[src/rtl/fifo_uart_pkg.sv]
// Shared types and default sizing for the FIFO-fed UART transmitter.
// FIFO_UART_TX_PARITY_EN adds the PARITY state to the state type.
package fifo_uart_pkg;

    localparam int DEFAULT_WIDTH        = 16;
    localparam int DEFAULT_CLKS_PER_BIT = 4;

    typedef enum logic [2:0] {
        ST_IDLE   = 3'd0,
        ST_START  = 3'd1,
        ST_DATA   = 3'd2,
`ifdef FIFO_UART_TX_PARITY_EN
        ST_PARITY = 3'd3,
`endif
        ST_STOP   = 3'd4
    } state_e;

endpackage

[src/rtl/fifo_uart_tx_if.sv]
// Upstream FIFO read port plus serial/status outputs of fifo_uart_tx.
// Handshake: empty_i low means data_i is a valid head word; read_en_o is a
// one-cycle pop strobe and the word counts as consumed on the edge it is high.
interface fifo_uart_tx_if #(
    parameter int WIDTH = 16
);
    logic             empty_i;
    logic [WIDTH-1:0] data_i;
    logic             read_en_o;
    logic             tx_o;
    logic             busy_o;
    logic [2:0]       state_o;

    modport master (
        output empty_i, data_i,
        input  read_en_o, tx_o, busy_o, state_o
    );

    modport slave (
        input  empty_i, data_i,
        output read_en_o, tx_o, busy_o, state_o
    );
endinterface

[src/rtl/baud_tick.sv]
// Bit-time counter: one-cycle tick every CLKS_PER_BIT enabled cycles,
// held at zero while disabled.
module baud_tick #(
    parameter int CLKS_PER_BIT = 4
) (
    input  logic clk_i,
    input  logic reset_i,
    input  logic en_i,
    output logic tick_o
);
    localparam int CW = $clog2(CLKS_PER_BIT);
    localparam logic [CW-1:0] LAST = CW'(CLKS_PER_BIT - 1);

    logic [CW-1:0] cnt_q, cnt_d;

    assign tick_o = en_i && (cnt_q == LAST);

    always_comb begin
        cnt_d = cnt_q + 1'b1;
        if (!en_i || tick_o) cnt_d = '0;
    end

    always_ff @(posedge clk_i) begin
        if (reset_i) cnt_q <= '0;
        else         cnt_q <= cnt_d;
    end
endmodule

[src/rtl/fifo_uart_tx.sv]
// UART transmitter that pops words from an upstream FIFO and sends them LSB first.
// Define FIFO_UART_TX_PARITY_EN to append an even-parity bit before the stop bit.
module fifo_uart_tx
    import fifo_uart_pkg::*;
#(
    parameter int WIDTH        = DEFAULT_WIDTH,
    parameter int CLKS_PER_BIT = DEFAULT_CLKS_PER_BIT
) (
    input  logic           clk_i,
    input  logic           reset_i,
    fifo_uart_tx_if.slave  bus
);
    localparam int BW = $clog2(WIDTH);
    localparam logic [BW-1:0] LAST_BIT = BW'(WIDTH - 1);

    state_e           state_q, state_d;
    logic [WIDTH-1:0] shift_q, shift_d;
    logic [BW-1:0]    bit_q, bit_d;
    logic             tx_q, tx_d;
    logic             busy_q, busy_d;
    logic             rd_q, rd_d;
    logic             tick;
`ifdef FIFO_UART_TX_PARITY_EN
    logic             par_q, par_d;
`endif

    baud_tick #(.CLKS_PER_BIT(CLKS_PER_BIT)) u_baud_tick (
        .clk_i   (clk_i),
        .reset_i (reset_i),
        .en_i    (state_q != ST_IDLE),
        .tick_o  (tick)
    );

    // Line outputs are registered from the current state, so they trail the
    // state by one cycle; this leaves the pop cycle as the single idle gap.
    always_comb begin
        state_d = state_q;
        shift_d = shift_q;
        bit_d   = bit_q;
        rd_d    = 1'b0;
        tx_d    = 1'b1;
        busy_d  = (state_q != ST_IDLE);
`ifdef FIFO_UART_TX_PARITY_EN
        par_d   = par_q;
`endif
        case (state_q)
            ST_IDLE: begin
                if (!bus.empty_i) begin
                    rd_d    = 1'b1;
                    shift_d = bus.data_i;
`ifdef FIFO_UART_TX_PARITY_EN
                    par_d   = ^bus.data_i;
`endif
                    state_d = ST_START;
                end
            end
            ST_START: begin
                tx_d = 1'b0;
                if (tick) state_d = ST_DATA;
            end
            ST_DATA: begin
                tx_d = shift_q[0];
                if (tick) begin
                    shift_d = shift_q >> 1;
                    if (bit_q == LAST_BIT) begin
                        bit_d = '0;
`ifdef FIFO_UART_TX_PARITY_EN
                        state_d = ST_PARITY;
`else
                        state_d = ST_STOP;
`endif
                    end else begin
                        bit_d = bit_q + 1'b1;
                    end
                end
            end
`ifdef FIFO_UART_TX_PARITY_EN
            ST_PARITY: begin
                tx_d = par_q;
                if (tick) state_d = ST_STOP;
            end
`endif
            ST_STOP: begin
                tx_d = 1'b1;
                if (tick) state_d = ST_IDLE;
            end
            default: state_d = ST_IDLE;
        endcase
    end

    always_ff @(posedge clk_i) begin
        if (reset_i) begin
            state_q <= ST_IDLE;
            shift_q <= '0;
            bit_q   <= '0;
            rd_q    <= 1'b0;
            tx_q    <= 1'b1;
            busy_q  <= 1'b0;
`ifdef FIFO_UART_TX_PARITY_EN
            par_q   <= 1'b0;
`endif
        end else begin
            state_q <= state_d;
            shift_q <= shift_d;
            bit_q   <= bit_d;
            rd_q    <= rd_d;
            tx_q    <= tx_d;
            busy_q  <= busy_d;
`ifdef FIFO_UART_TX_PARITY_EN
            par_q   <= par_d;
`endif
        end
    end

    assign bus.read_en_o = rd_q;
    assign bus.tx_o      = tx_q;
    assign bus.busy_o    = busy_q;
    assign bus.state_o   = state_q;
endmodule

[src/flat_wrapper.sv]
// flat-port wrapper written by rule: the top's interface ports become plain ports
module fifo_uart_tx_flat import fifo_uart_pkg::*;
#(
    parameter int WIDTH        = DEFAULT_WIDTH,
    parameter int CLKS_PER_BIT = DEFAULT_CLKS_PER_BIT
)
  (clk_i, reset_i, bus_empty_i, bus_data_i, bus_read_en_o, bus_tx_o, bus_busy_o, bus_state_o);
  fifo_uart_tx_if #(.WIDTH(WIDTH)) bus_i ();
  input  logic clk_i;
  input  logic reset_i;
  input wire logic [$bits(bus_i.empty_i)-1:0] bus_empty_i;
  input wire logic [$bits(bus_i.data_i)-1:0] bus_data_i;
  output wire logic [$bits(bus_i.read_en_o)-1:0] bus_read_en_o;
  output wire logic [$bits(bus_i.tx_o)-1:0] bus_tx_o;
  output wire logic [$bits(bus_i.busy_o)-1:0] bus_busy_o;
  output wire logic [$bits(bus_i.state_o)-1:0] bus_state_o;
  assign bus_i.empty_i = bus_empty_i;
  assign bus_i.data_i = bus_data_i;
  assign bus_read_en_o = bus_i.read_en_o;
  assign bus_tx_o = bus_i.tx_o;
  assign bus_busy_o = bus_i.busy_o;
  assign bus_state_o = bus_i.state_o;
  fifo_uart_tx #(.WIDTH(WIDTH), .CLKS_PER_BIT(CLKS_PER_BIT)) u_core (.clk_i(clk_i), .reset_i(reset_i), .bus(bus_i));
endmodule
[config.mk]
export PLATFORM = sky130hd
export DESIGN_NAME = fifo_uart_tx_flat
export DESIGN_NICKNAME = d
export VERILOG_FILES = /design/src/rtl/fifo_uart_pkg.sv /design/src/rtl/fifo_uart_tx_if.sv /design/src/rtl/baud_tick.sv /design/src/rtl/fifo_uart_tx.sv /design/src/flat_wrapper.sv
export SDC_FILE = /design/constraint.sdc
export NUM_CORES = 1
export LEC_CHECK = 0
export ABC_AREA = 1
export CAP_MARGIN = 40
export CORE_MARGIN = 8
export CORE_UTILIZATION = 30
export DETAILED_ROUTE_END_ITERATION = 10
export PLACE_DENSITY_LB_ADDON = 0.3
export SYNTH_ARGS = -nofsm -noshare
export SYNTH_HDL_FRONTEND = slang
export SYNTH_SLANG_ARGS = --single-unit
[constraint.sdc]
create_clock -name clk_i -period 2.9 [get_ports clk_i]
set_input_delay 0.435 -clock clk_i [delete_from_list [all_inputs] [get_ports clk_i]]
set_output_delay 0.435 -clock clk_i [all_outputs]
set_load 0.01 [all_outputs]
# Yosys cells after proc, flatten, opt, wreduce, memory -nomap -nowiden
# Cells that the tools add are included.
[word_totals]
input_bits = 19
word_cells = 43
out_inout_bits = 6
reg_bits = 28
[classes]
mux = 12
add_sub_neg = 2
bitwise_logic = 1
n_reduce_logical = 11
n_eq_ne = 10
[op_table]
columns = ["op", "n"]
rows = [
  ["16-bit 2-to-1 mux", 2],
  ["16-bit one-hot mux with 2 select lines", 1],
  ["3-bit 2-to-1 mux", 5],
  ["3-bit one-hot mux with 4 select lines", 1],
  ["2-bit != test (second input constant)", 4],
  ["5-bit AND reduction", 1],
  ["4-bit by 1-bit adder with 4-bit output (second input constant)", 1],
  ["4-bit == test (second input constant)", 1],
  ["4-bit 2-to-1 mux", 1],
  ["2-bit OR reduction", 2],
  ["3-bit by 1-bit == test with 1-bit output (second input constant)", 1],
  ["3-bit by 2-bit == test with 1-bit output (second input constant)", 1],
  ["3-bit == test (second input constant)", 1],
  ["3-bit logical NOT", 1],
  ["3-bit AND reduction", 1],
  ["3-bit nonzero test", 1],
  ["2-bit by 1-bit adder with 2-bit output (second input constant)", 1],
  ["2-bit == test (second input constant)", 1],
  ["2-bit by 1-bit != test with 1-bit output (second input constant)", 1],
  ["1-bit one-hot mux with 2 select lines", 1],
  ["2-bit AND reduction", 1],
  ["2-bit nonzero test", 1],
  ["1-bit logical AND", 1],
  ["1-bit logical NOT", 1],
  ["other kinds (3)", 3],
]

# Logic depth before layout (Yosys ltp)
# Gate-level depths: netlist of run 1.
[logic_depth]
word_depth = 4
ltp_mapped = 9

# Modules after synthesis
# From an unflattened synthesis of run 1, not the netlist that was laid out.
[hier_totals]
hier_cells = 213
hier_area_um2 = 1387.6
[by_module_without_submodules]
columns = ["mod", "instances", "area_each_um2", "cells_each"]
rows = [
  ["fifo_uart_tx", 1, 1298.7, 202],
  ["baud_tick", 1, 88.8, 11],
]

# Least setup slack after synthesis of run 1
# OpenSTA, ideal clock, no wires.
[synth_path]
path_kind = "register -> register"
from = "register u_core.state_q[0], in the netlist u_core.bus.state_o[0]"
to = "register u_core.shift_q[0]"
slack_ns = 1.617
required_ns = 2.787
arrival_time_ns = 1.170
period_less_slack_ns = 1.283
path_stages_with_launch = 10
path_cell_list = "dfxtp_1 > nor2_4 > nand2_4 > buf_12 > inv_8 > buf_12 > nand2_1 > nand2_1 > o21ai_1 > nor2_1"
[synth_via]
elab_chain_len = 4
[synth_lines]
columns = ["element", "line", "rtl"]
rows = [
  ["start: declaration", "fifo_uart_tx.sv:16", "state_e state_q, state_d;"],
  ["start signal: assignment", "fifo_uart_tx.sv:103", "state_q <= state_d;"],
  ["3-bit nonzero test", "fifo_uart_tx.sv:30", ".en_i (state_q != ST_IDLE),"],
  ["1-bit logical AND", "baud_tick.sv:16", "assign tick_o = en_i && (cnt_q == LAST);"],
  ["2-bit != test (no line)", "-", ""],
  ["3-bit AND reduction (no line)", "-", ""],
  ["end signal: assignment", "fifo_uart_tx.sv:104", "shift_q <= shift_d;"],
  ["end: declaration", "fifo_uart_tx.sv:17", "logic [WIDTH-1:0] shift_q, shift_d;"],
]
# Several ways; a longest one is shown, not always the timed one.
# A chain may end at the register's enable or synchronous reset.

# Final worst setup path of run 1
[layout_path]
from = "register u_core.state_q[1], in the netlist u_core.bus.state_o[1]"
to = "output bus_state_o[1]"
[layout_rtl]
columns = ["element", "line", "rtl"]
rows = [
  ["end: declaration", "flat_wrapper.sv:16", "output wire logic [$bits(bus_i.state_o)-1:0] bus_state_o;"],
]
# No word-level cell between the ends.

==> impl_metrics.yaml, run 1 <==
outcome:
  outcome: "finished clean"
timing:
  rsz0062_at_grt: "no"
  setup_tns_ns: 0
  period_needed_ns: 1.778
  skew_ns: 0.006199
  finalMaxSlewViolations: 0
  hold_viol_final: 0
  fmax_mhz: 562.4
  setup_ws_ns: 1.122
  timing.hold.ws_ns: 0.4255
  tightest_slew_ns: 0.4913
  finalSetupViolCount: 0
  max_slew_margin_pct: 67.21
  timing.final.crit_share_pct: 61.31
cts:
  worstSkewPairLatency_ns: 0.28
  cts_buffers: 3
  ctsHoldBuffers: 0
  cts_tree: "built"
  post_cts_resized: 0
  cts_sinks: 28
  path_clk_slew_ns: 0.10
  clock-root-buffer: "clkbuf_8"
  ctsHtreeMaxLevel: 1
  clockBufferDepth: 2
  postCtsSetupRepairBufs: 0
global_routing:
  grt_start_max_net_pins: 21
  grt_pass1_vias: 1071
  antenna_found_initial: 0
  track_usage_pct: 8.278
  gr-total-overflow: 0
  grt_pass1_wl_um: 4968
min_path:
  min_to: "u_core.u_baud_tick.cnt_q[0]"
  hold_start: "u_core.u_baud_tick.cnt_q[0]"
  hp-class: "reg -> reg"
  whs_path_depth: 1
routing:
  drt-met1-wl_um: 1567
  wl_met3_um: 154
  routed_via_density: 4.326
  dr.pass1.iters: 3
  highest_layer: "met4"
  drcViolationCount: 0
  via_count: 1142
  wl_met2_um: 1186
  finalWirelength_um: 2921
  wl_per_cell_um: 11.06
  detail_route.iter0.violations: 78
  ant_nets: 0
critical_path:
  worst-path-buf-inv: 1
  slowest_stage: "clkdlybuf4s50_1"
  startpoint_type: "register"
  ff2ff_path_depth: 6
  arrival_ns: 1.34
  r2r_slack_ns: 1.40
  required_ns: 2.47
  cp_cell_sequence: "clkdlybuf4s50_1"
  worstReg2RegEnd: "u_core.shift_q[12]"
  cp_slowest_stage_delay_ns: 0.59
  critPathTopFamily: "buffers and inverters"
  critical_path_class: "reg -> out"
  path_max_fanout: 5
  endpoint_kind: "output port"
  r2r_start: "u_core.bus.state_o[0]"
pwr:
  p_leak_uw: 0.0007304
  irDropWorstVdd_mv: 0.3843
  power_density_nw_per_um2: 793.7
placement:
  dp_slack_ns: 1.102
  place_inst: 260
  gp_congestion: 0.7551
  port_buffers: 24
  dp_hpwl_um: 2034
  placed_area_sq_um: 1590
floorplanning:
  io_pins: 25
  rows: 24
  coreArea_sq_um: 4384
  initial_core_util_pct: 31.25
  die_y_um: 83.58
  die_area_sq_um: 6986
  chipWidth_um: 83.58
yosys:
  ys_ff_latch: 28
  syn_area_sq_um: 1370
  syn_nets: 212
  netlist_instances: 191
  synth.top_cell.area_share_pct: 40.91
  ys_warn_count: 0
  ys_types: 23
  yosys.area.top_type: "dfxtp_1"
  avgSynthCellArea_sq_um: 7.173
  seq_area_frac_synth_pct: 40.91
  netlist_top_cells_area: "dfxtp_1 41%, nand2_1 15%, nor2_1 12%"
final_layout:
  diodes: 0
  fin_nets: 234
  final_cell_count_no_fill: 264
  layout-drive-gt1-share_pct: 7.075
  fin_area_sq_um: 1662
  area_growth_pct: 21.28
run:
  cap_violations: 0
layout by cell type (no fill, tap or decap), drive strengths merged:
cell,count
nand2,60
nor2,46
dfxtp,28
clkdlybuf4s50,24
o21ai,18
inv,12
a21oi,8
nand3,5
nand4,3
clkbuf,3
ha,2
xor2,1
o21bai,1
bufinv,1
Yosys cell counts:
library cell,n
inv_8,1
o21bai_1,1
nand4_1,3
nand2_1,56
nand2_2,2
clkbuf_2,1
xor2_1,1
nor2_8,1
buf_6,2
a21oi_1,8
ha_1,2
nor2_4,3
nor2_1,42
dfxtp_1,28
o21ai_0,9
buf_12,2
clkbuf_1,1
nand3_1,5
o21ai_1,9
nand2_4,2
inv_1,9
inv_2,2
clkbuf_8,1
worst max-delay path by stage:
| stage | depth (start not counted) | from | end |
|---|---|---|---|
| 2_1_floorplan | 9 | u_core.bus.state_o[0] | u_core.shift_q[0] |
| 3_3_place_gp | 4 | reset_i | u_core.shift_q[10] |
| 3_5_place_dp | 4 | reset_i | u_core.shift_q[12] |
| 4_1_cts | 1 | u_core.bus.state_o[0] | bus_state_o[0] |
| 5_1_grt | 1 | u_core.bus.state_o[0] | bus_state_o[0] |
| 6_report | 1 | u_core.bus.state_o[1] | bus_state_o[1] |
final cells by class:
| cell class | instances | area (sq um) |
|---|---|---|
| clock buffer | 3 | 41.29 |
| clock inverter | 1 | 30.03 |
| fill | 479 | 2723 |
| inverter | 12 | 52.55 |
| multi-input combinational | 144 | 671.9 |
| sequential | 28 | 560.5 |
| tap | 52 | 65.06 |
| timing repair buffer | 24 | 240.2 |
routing by layer:
metal | global-route usage (%) | vias up
met4 | 1.413 | 0
met3 | 3.320 | 2
met2 | 12.28 | 20
met1 | 10.99 | 483
met5 | 0 | -
li1 | - | 637
per-stage QoR:
stage,power (uW),util (%)
final,1319,37.90
after global routing,1427,37.90
after CTS,1339,37.90
after detailed placement,1027,36.27
after global placement,1025,36.27
after floorplan,939.9,-
cell families (layout without fill, tap and decap cells):
group / count (synthesis) / in the layout / synth area share, %
AOI/OAI and AO/OA: 27 / 27 / 10.05
xor gates and xnor gates: 1 / 1 / 0.6394
adders and majority gates: 2 / 2 / 1.826
buffers and inverters: 19 / 40 / 10.04
DFF: 28 / 28 / 40.91
and+or+nand+nor: 114 / 114 / 36.53
state kept, by name, summed over array words and instances, names as in the netlist:
name	count
u_core.bus.state_o	3
u_core.bus.read_en_o	1
u_core.bus.tx_o	1
u_core.u_baud_tick.cnt_q	2
u_core.shift_q	16
u_core.bus.busy_o	1
u_core.bit_q	4
power breakdown:
part	internal [uW]	switching, uW	leakage (uW)
combinational	186	283	0.000464
clock	185	123	0.0000357
sequential	483	59.6	0.000230
total	853	465	0.000730
No activity file was read; power rests on OpenSTA's default activity.
==> inputs of run 2 (changes only) <==
==> constraint.sdc (replaced) <==
create_clock -name clk_i -period 1.45 [get_ports clk_i]
set_input_delay 0.2175 -clock clk_i [delete_from_list [all_inputs] [get_ports clk_i]]
set_output_delay 0.2175 -clock clk_i [all_outputs]
set_load 0.01 [all_outputs]
==> impl_metrics.yaml, run 2 (same netlist as run 1, synthesis figures left out) <==
timing:
  hold_viol_final: 0
  finalMaxSlewViolations: 0
  timing.final.crit_share_pct: 92.39
  period_needed_ns: 1.340
  max_slew_margin_pct: 87.74
  tightest_slew_ns: 0.1837
  finalSetupViolCount: 0
  fmax_mhz: 746.5
  rsz0062_at_grt: "no"
  setup_tns_ns: 0
  setup_ws_ns: 0.1104
  timing.hold.ws_ns: 0.4262
  skew_ns: 0.001503
critical_path:
  cp_cell_sequence: "clkdlybuf4s50_1"
  critPathTopFamily: "buffers and inverters"
  r2r_slack_ns: 0.14
  critical_path_class: "reg -> out"
  path_max_fanout: 1
  startpoint_type: "register"
  cp_slowest_stage_delay_ns: 0.53
  endpoint_kind: "output port"
  slowest_stage: "clkdlybuf4s50_1"
  r2r_start: "u_core.bus.state_o[2]"
  required_ns: 1.23
  arrival_ns: 1.12
  worst-path-buf-inv: 1
  ff2ff_path_depth: 7
  worstReg2RegEnd: "u_core.shift_q[12]"
min_path:
  whs_path_depth: 1
  hp-class: "reg -> reg"
  hold_start: "u_core.u_baud_tick.cnt_q[0]"
  min_to: "u_core.u_baud_tick.cnt_q[0]"
final_layout:
  largest_reg_flops: 16
  diodes: 0
  final_cell_mix: "56 x nand2_1, 41 x nor2_1, 25 x dfxtp_1"
  layout_commonest_cell: "nand2_1"
  area_growth_pct: 25.02
  layout-drive-gt1-share_pct: 11.87
  seq_area_sq_um: 564.3
  multi_input_area_sq_um: 674.4
  fillCellCount: 453
  top_register: "u_core.shift_q"
  fin_nets: 241
placement:
  dp_slack_ns: 0.06626
  dp_hpwl_um: 2198
  port_buffers: 24
  gp_congestion: 0.7866
global_routing:
  grt_start_max_net_pins: 17
  track_usage_pct: 8.278
  antenna_found_initial: 0
  gr-total-overflow: 0
  grt_pass1_wl_um: 5085
  grt_pass1_vias: 1155
pwr:
  power_density_nw_per_um2: 1499
  p_leak_uw: 0.0007737
  irDropWorstVdd_mv: 0.8395
run:
  cap_violations: 0
cts:
  worstSkewPairLatency_ns: 0.27
  clockBufferDepth: 2
  clock-root-buffer: "clkbuf_8"
  path_clk_slew_ns: 0.09
  ctsHoldBuffers: 0
  ctsHtreeMaxLevel: 1
  cts_tree: "built"
  cts_sinks: 28
  cts_buffers: 3
floorplanning:
  rows: 24
  die_y_um: 83.58
  coreArea_sq_um: 4384
  chipWidth_um: 83.58
  initial_core_util_pct: 31.25
  die_area_sq_um: 6986
  io_pins: 25
routing:
  ant_nets: 0
  dr.pass1.iters: 4
  detail_route.iter0.violations: 64
  finalWirelength_um: 2933
  drcViolationCount: 0
  via_count: 1216
  routed_via_density: 4.487
  wl_per_cell_um: 10.82
outcome:
  outcome: "finished clean"
run 2: area by class of cell:
class / instances / share of cell area, %
Clock buffer: 4 / 3.214
Inverter: 12 / 3.068
Multi-Input combinational cell: 144 / 39.37
Sequential cell: 28 / 32.94
Tap cell: 52 / 3.798
Timing Repair Buffer: 31 / 17.60
run 2: worst max-delay path by stage:
stage / startpoint / end / slack [ns] / cells past startpoint
floorplan: u_core.bus.state_o[0] / u_core.shift_q[0] / 0.17 / 9
global placement: bus_empty_i / u_core.shift_q[12] / 0.1 / 6
detailed placement: bus_empty_i / u_core.shift_q[9] / 0.07 / 6
CTS: u_core.bus.read_en_o / bus_read_en_o / 0.09 / 1
global route: u_core.bit_q[0] / u_core.bus.state_o[2] / 0.01 / 7
finish: u_core.bus.read_en_o / bus_read_en_o / 0.11 / 1
run 2: routing by layer:
metal / part of all wire, % / GRT usage (%) / vias to the layer above
li1: - / - / 655
met1: 50 / 10.54 / 529
met2: 44 / 13.61 / 32
met3: 5.8 / 2.832 / 0
met4: 0 / 0.4710 / 0
met5: 0 / 0 / -
run 2: timing repair:
| item | in CTS | in global routing |
|---|---|---|
| setup buffers | 0 | 0 |
| setup endpoints to repair | 3 | 2 |
| endpoints found under the hold margin | 0 | 0 |
| resized for setup | 6 | 1 |
run 2: report_power, final:
part | switching (uW) | internal, uW
Sequential | 124 | 971
Combinational | 573 | 423
Clock | 234 | 243
Total | 931 | 1640
run 2: through the flow:
step	cells	total power [uW]	instance area [sq um]	util, %
global route	271	2799	1713	39.07
detailed placement	267	2125	1655	37.76
finish	271	2568	1713	39.07
floorplan	191	1880	1370	-
global placement	267	2116	1655	37.76
CTS	271	2602	1710	39.01
==> variant 1: new RTL, flow settings as in run 1 <==
The package constant `DEFAULT_WIDTH` goes from 16 to 32.
--- a/src/rtl/fifo_uart_pkg.sv
+++ b/src/rtl/fifo_uart_pkg.sv
@@ -2,7 +2,7 @@
 // FIFO_UART_TX_PARITY_EN adds the PARITY state to the state type.
 package fifo_uart_pkg;
 
-    localparam int DEFAULT_WIDTH        = 16;
+    localparam int DEFAULT_WIDTH        = 32;
     localparam int DEFAULT_CLKS_PER_BIT = 4;
 
     typedef enum logic [2:0] {
Ports: changed (resized bus_data_i); port bits go from 25 to 41. No check against the original RTL was run, so the function may have changed too.
==> variant 1 against run 1 <==
Cell area increased by 61%; first-iteration DRC count increased by 55%; routed wire length increased by 69%; sequential cell count increased by 17; synthesized area increased by 56%; critical path depth increased by 6; power increased by 54%; count of clock-buffer cells in the layout increased by 4; cell count increased by 72%; clock skew increased by 1.4 ps; setup slack got worse by 150 ps; global-route usage increased by 2.1 points.
==> variant 1: results (changes against run 1) <==
outcome -> completed
total setup buffers inserted after CTS -> 0 (unchanged)
fraction of layout cells with a size suffix above 1 -> 4.202% (-2.9 points)
syn nets -> 361 (+70%)
vias in the first global route -> 2,006 (+87%)
routed wire length -> 4.922 mm (+69%)
CP max-delay cell -> dfxtp_1
Post-Place Cell Area -> 2560 µm² (+61%)
sequential fraction of the synthesis area -> 42.08% (+1.2 points)
Layout Skew -> 7.561 ps (+1.362 ps)
Post-synth ARST share -> 0% (unchanged)
post-synthesis mux area share -> 0% (unchanged)
DRT iter0 DRCs -> 121 (+55%)
slowest stage delay, CP -> 390 ps (-200 ps)
CP Launch Point -> u_core.bus.state_o[0]
initial antenna violation count -> 0 (unchanged)
Post-synth top cells -> nand2_1, nor2_1, dfxtp_1
Slew @ Worst Pin -> 729.2 ps (+237.9 ps)
root buffer cell -> clkbuf_8
PostCTS Resize Cnt -> 0 (unchanged)
most frequent cell on the critical path -> nand2_4
clk buf depth -> 2 (unchanged)
first-pass GRT wire length -> 8.659 mm (+74%)
WP data arrival -> 2170 ps (+830 ps)
CTS buffer count -> 5 (+2)
Reg clk slew, reported paths -> 80 ps (-20 ps)
Cell variety after synth -> 17 (-26%)
Antenna Diode Count -> 0 (unchanged)
# DRC -> 0 (unchanged)
Biggest register -> u_core.shift_q
Fillers -> 763 (+59%)
post-DP HPWL -> 3.308 mm (+63%)
Worst Hold Class -> reg2reg
area share of fa/ha/maj cells after synthesis -> 1.753% (-0.073 points)
Final Wtd Congestion -> 0.8264 (+9.4%)
Lkg Pwr -> 1.231 nW (+68%)
first drt pass iteration count -> 4 (+1)
Max FO, Critical Path -> 35 (+30)
Synth Warn # -> 0 (unchanged)
Synth Area in Compound Gates -> 9.585% (-0.46 points)
pwr dens -> 760.6 nW/µm² (-4.2%)
IO buf count -> 40 (+67%)
Overall Global Routing Usage -> 10.42% (+2.1 points)
hold wc startpoint -> u_core.u_baud_tick.cnt_q[0]
worst-skew pair later-pin latency -> 300 ps (+20 ps)
via count -> 1,984 (+74%)
Synth Area in XOR/XNOR -> 0% (-0.64 points)
max FFs per register -> 32 (+16)
most frequent cell after synthesis -> nand2_1
top_reg_cell synth -> dfxtp_1
H-tree levels -> 2 (+1)
maximum vdd drop -> 504.8 µV (+31%)
nets@finish -> 394 (+68%)
dominant cells by area after synthesis -> dfxtp_1, nand2_1, nor2_1
largest net degree at the start of global routing -> 36 (+71%)
variant 1: stage by stage:
stage	util, %	cells	setup slack, ps
final	38.96	453	969.1
after detailed placement	37.27	445	921.3
after global placement	37.27	445	966.8
after global routing	38.96	453	701.5
after floorplan	-	323	1563
after CTS	38.96	453	908.2
variant 1: cell type report:
class | instances | area share [%]
multi-input cells | 249 | 40.21
flip-flops and latches | 45 | 33.66
repair buffers | 41 | 15.24
well taps | 96 | 4.488
clock buffers | 7 | 3.226
inverters | 14 | 2.057
clock inverters | 1 | 1.122
variant 1: path summary, 6_finish.rpt:
check                           depth (start not counted)  slack, ps                     endpoint
worst max register to register                          7        970           u_core.shift_q[15]
worst max-delay path                                    7        970           u_core.shift_q[15]
worst min register to register                          1        430  u_core.u_baud_tick.cnt_q[0]
worst min-delay path                                    1        430  u_core.u_baud_tick.cnt_q[0]
variant 1: kinds of logic (layout without fill, tap and decap cells):
kind of cell,count (synthesis),count (layout)
AO/OA/AOI/OAI,41,41
adder cells (fa/ha/maj),3,3
buffers and inverters,29,63
flip-flops,45,45
AND/OR/NAND/NOR,205,205
variant 1: report_power, final:
part	total (mW)	switching (mW)	internal [mW]
clock network	0.485	0.204	0.281
logic	0.713	0.455	0.258
registers	0.838	0.0777	0.760
total	2.04	0.736	1.30
variant 1: critical path, delay by kind of cell (launching register included):
kind                   cells  cell delay, ps
buffers and inverters      1             380
AND/OR/NAND/NOR            5             950
AO/OA/AOI/OAI              1             130
flip-flops                 1             390
variant 1: metal layers:
metal | track usage (%) | vias up | routed length, µm
met1 | 12.57 | 861 | 2439
met4 | 4.302 | 0 | 57
met5 | 0 | - | 0
met2 | 16.51 | 42 | 2130
li1 | - | 1074 | -
met3 | 3.522 | 7 | 294
==> variant 2: new RTL, config.mk and constraints of run 1 <==
Made on the original files. `shift_q` no longer has a reset.
--- a/src/rtl/fifo_uart_tx.sv
+++ b/src/rtl/fifo_uart_tx.sv
@@ -91,7 +91,6 @@
     always_ff @(posedge clk_i) begin
         if (reset_i) begin
             state_q <= ST_IDLE;
-            shift_q <= '0;
             bit_q   <= '0;
             rd_q    <= 1'b0;
             tx_q    <= 1'b1;
@@ -101,7 +100,6 @@
 `endif
         end else begin
             state_q <= state_d;
-            shift_q <= shift_d;
             bit_q   <= bit_d;
             rd_q    <= rd_d;
             tx_q    <= tx_d;
@@ -112,6 +110,10 @@
         end
     end
 
+    always_ff @(posedge clk_i) begin
+        shift_q <= shift_d;
+    end
+
     assign bus.read_en_o = rd_q;
     assign bus.tx_o      = tx_q;
     assign bus.busy_o    = busy_q;
Behaviour: no difference found for any inputs over 10 cycles, from zero or initial values and one cycle with reset_i high; that may be too few to reach the edited logic, so the function may still have changed.
==> variant 2 against run 1 <==
Worst hold slack lost 3.6 ps; highest routed layer unchanged; largest cell class is now sequential cells; via count fell by 20%; setup slack worse by 290 ps; routed wire length is 15% lower; global-route usage shrank 0.64 points; synthesized area decreased by 10%; sequential cell count unchanged; cell area down 6.9%; sequential share of layout area is 13 points higher.
Power is not compared: it rests on default switching activity, and its combinational part moved more than twofold at a synthesized area within 25%.
==> variant 2: results (changes against run 1) <==
outcome -> completed
Antenna Diode Count -> 0 (unchanged)
Synth Area in Compound Gates -> 3.557% (-6.5 points)
Post-synth ARST share -> 0% (unchanged)
reg2reg path depth -> 4 (-2)
syn nets -> 157 (-26%)
sequential fraction of the synthesis area -> 58.54% (+18 points)
combinational family with the most area after synthesis -> simple AND/OR/NAND/NOR gates
clk buf depth -> 2 (unchanged)
fraction of layout cells with a size suffix above 1 -> 6.875% (-0.20 points)
Post-Place Cell Area -> 1503 µm² (-5.5%)
Cell variety after synth -> 22 (-4.3%)
max FFs per register -> 16 (unchanged)
DRT iter0 DRCs -> 83 (+6.4%)
WHS Path Cells -> 1 (unchanged)
hold_ws -> 421.9 ps (-3.584 ps)
Slew @ Worst Pin -> 654.0 ps (+162.7 ps)
Post-DRT Antenna Nets -> 0 (unchanged)
H-tree levels -> 1 (unchanged)
Synth Warn # -> 0 (unchanged)
first-pass GRT wire length -> 3.850 mm (-23%)
largest net degree at the start of global routing -> 23 (+9.5%)
initial antenna violation count -> 0 (unchanged)
Fillers -> 420 (-12%)
reg-to-reg endpoint -> u_core.shift_q[8]
Final Wtd Congestion -> 0.7820 (+3.6%)
post-DP HPWL -> 1.854 mm (-8.9%)
area share of fa/ha/maj cells after synthesis -> 2.033% (+0.21 points)
Biggest register -> u_core.shift_q
dominant cells by area after synthesis -> edfxtp_1, dfxtp_1, nand2_1
Lkg Pwr -> 0.6334 nW
Post-synth top cells -> nand2_1, edfxtp_1, dfxtp_1
DR WL/cell -> 11.76 µm (+6.3%)
Worst R2R Start -> u_core.bus.state_o[1]
Synth Area in XOR/XNOR -> 0.7114% (+0.072 points)
Syn Area/Cell -> 9.053 µm² (+26%)
first drt pass iteration count -> 4 (+1)
vias in the first global route -> 868 (-19%)
post-synthesis mux area share -> 0% (unchanged)
Vias per Instance -> 4.367 (+0.95%)
FF-to-FF setup slack -> 830 ps (-570 ps)
non-filler cells, final -> 210 (-20%)
DP Cell Count -> 206 (-21%)
WP data arrival -> 1980 ps (+640 ps)
nets@finish -> 182 (-22%)
Overall Global Routing Usage -> 7.637% (-0.64 points)
Post-synth EDFFs -> 16 (+16)
Layout Skew -> 4.748 ps (-1.451 ps)
Max FO, Critical Path -> 22 (+17)
pwr dens -> 466.1 nW/µm²
[variant 2: changes by cell type after synthesis, sizes merged]
cell and delta:
nand3b +1, inv -1, buf -1, o21ai -16, nand4 +2, edfxtp +16, nor2 -36, o21bai -1
nor3 +1, a21oi -2, clkbuf -2, dfxtp -16
[variant 2: area by class of cell]
cell class	count	area (µm²)	share of cell area, %
clock inverters	1	3.754	0.2425
repair buffers	24	240.2	15.52
multi-input cells	93	437.9	28.29
flip-flops and latches	28	720.7	46.56
inverters	11	41.29	2.668
well taps	50	62.56	4.042
clock buffers	3	41.29	2.668
[variant 2: how the worst max path moves through the flow]
stage / from / end / slack (ps) / depth (start not counted)
floorplan: u_core.bus.state_o[1] / u_core.shift_q[0] / 1370 / 4
global placement: u_core.bus.state_o[1] / u_core.shift_q[4] / 900 / 4
detailed placement: u_core.bus.state_o[1] / u_core.shift_q[4] / 840 / 4
CTS: u_core.bus.state_o[1] / u_core.shift_q[4] / 820 / 4
global route: u_core.bus.state_o[1] / u_core.shift_q[8] / 700 / 4
finish: u_core.bus.state_o[1] / u_core.shift_q[8] / 830 / 4
[variant 2: logic make-up after synthesis]
kind of cell | after synthesis
buffers and inverters | 15
flip-flops | 28
adder cells (fa/ha/maj) | 2
XOR/XNOR | 1
AO/OA/AOI/OAI | 8
AND/OR/NAND/NOR | 82
[variant 2: critical path, cell delays in order (launching register included)]
cell and delay (ps):
dfxtp_1 480, nand2_2 110, nor2_4 390, nand2_1 190
nand2_1 540
[variant 2: metrics by stage]
step / total power [mW] / setup slack (ps)
2_1_floorplan: 0.4842 / 1373
3_3_place_gp: 0.5226 / 905.0
3_5_place_dp: 0.5237 / 842.9
4_1_cts: 0.7333 / 823.7
5_1_grt: 0.7512 / 696.1
6_report: 0.7214 / 827.7
[variant 2: per-layer routing]
metal / up-vias / global-route usage (%) / part of all wire, %
met3: 4 / 1.786 / 4.8
met5: - / 0 / 0
met1: 410 / 8.638 / 44
li1: 485 / - / -
met2: 18 / 12.61 / 49
met4: 0 / 4.909 / 1.9
[variant 2: where the power goes]
part           internal, mW  switching [mW]  total (mW)
combinational        0.0364          0.0288      0.0651
sequential            0.442         0.00648       0.449
clock                0.0949           0.113       0.207
total                 0.574           0.148       0.721
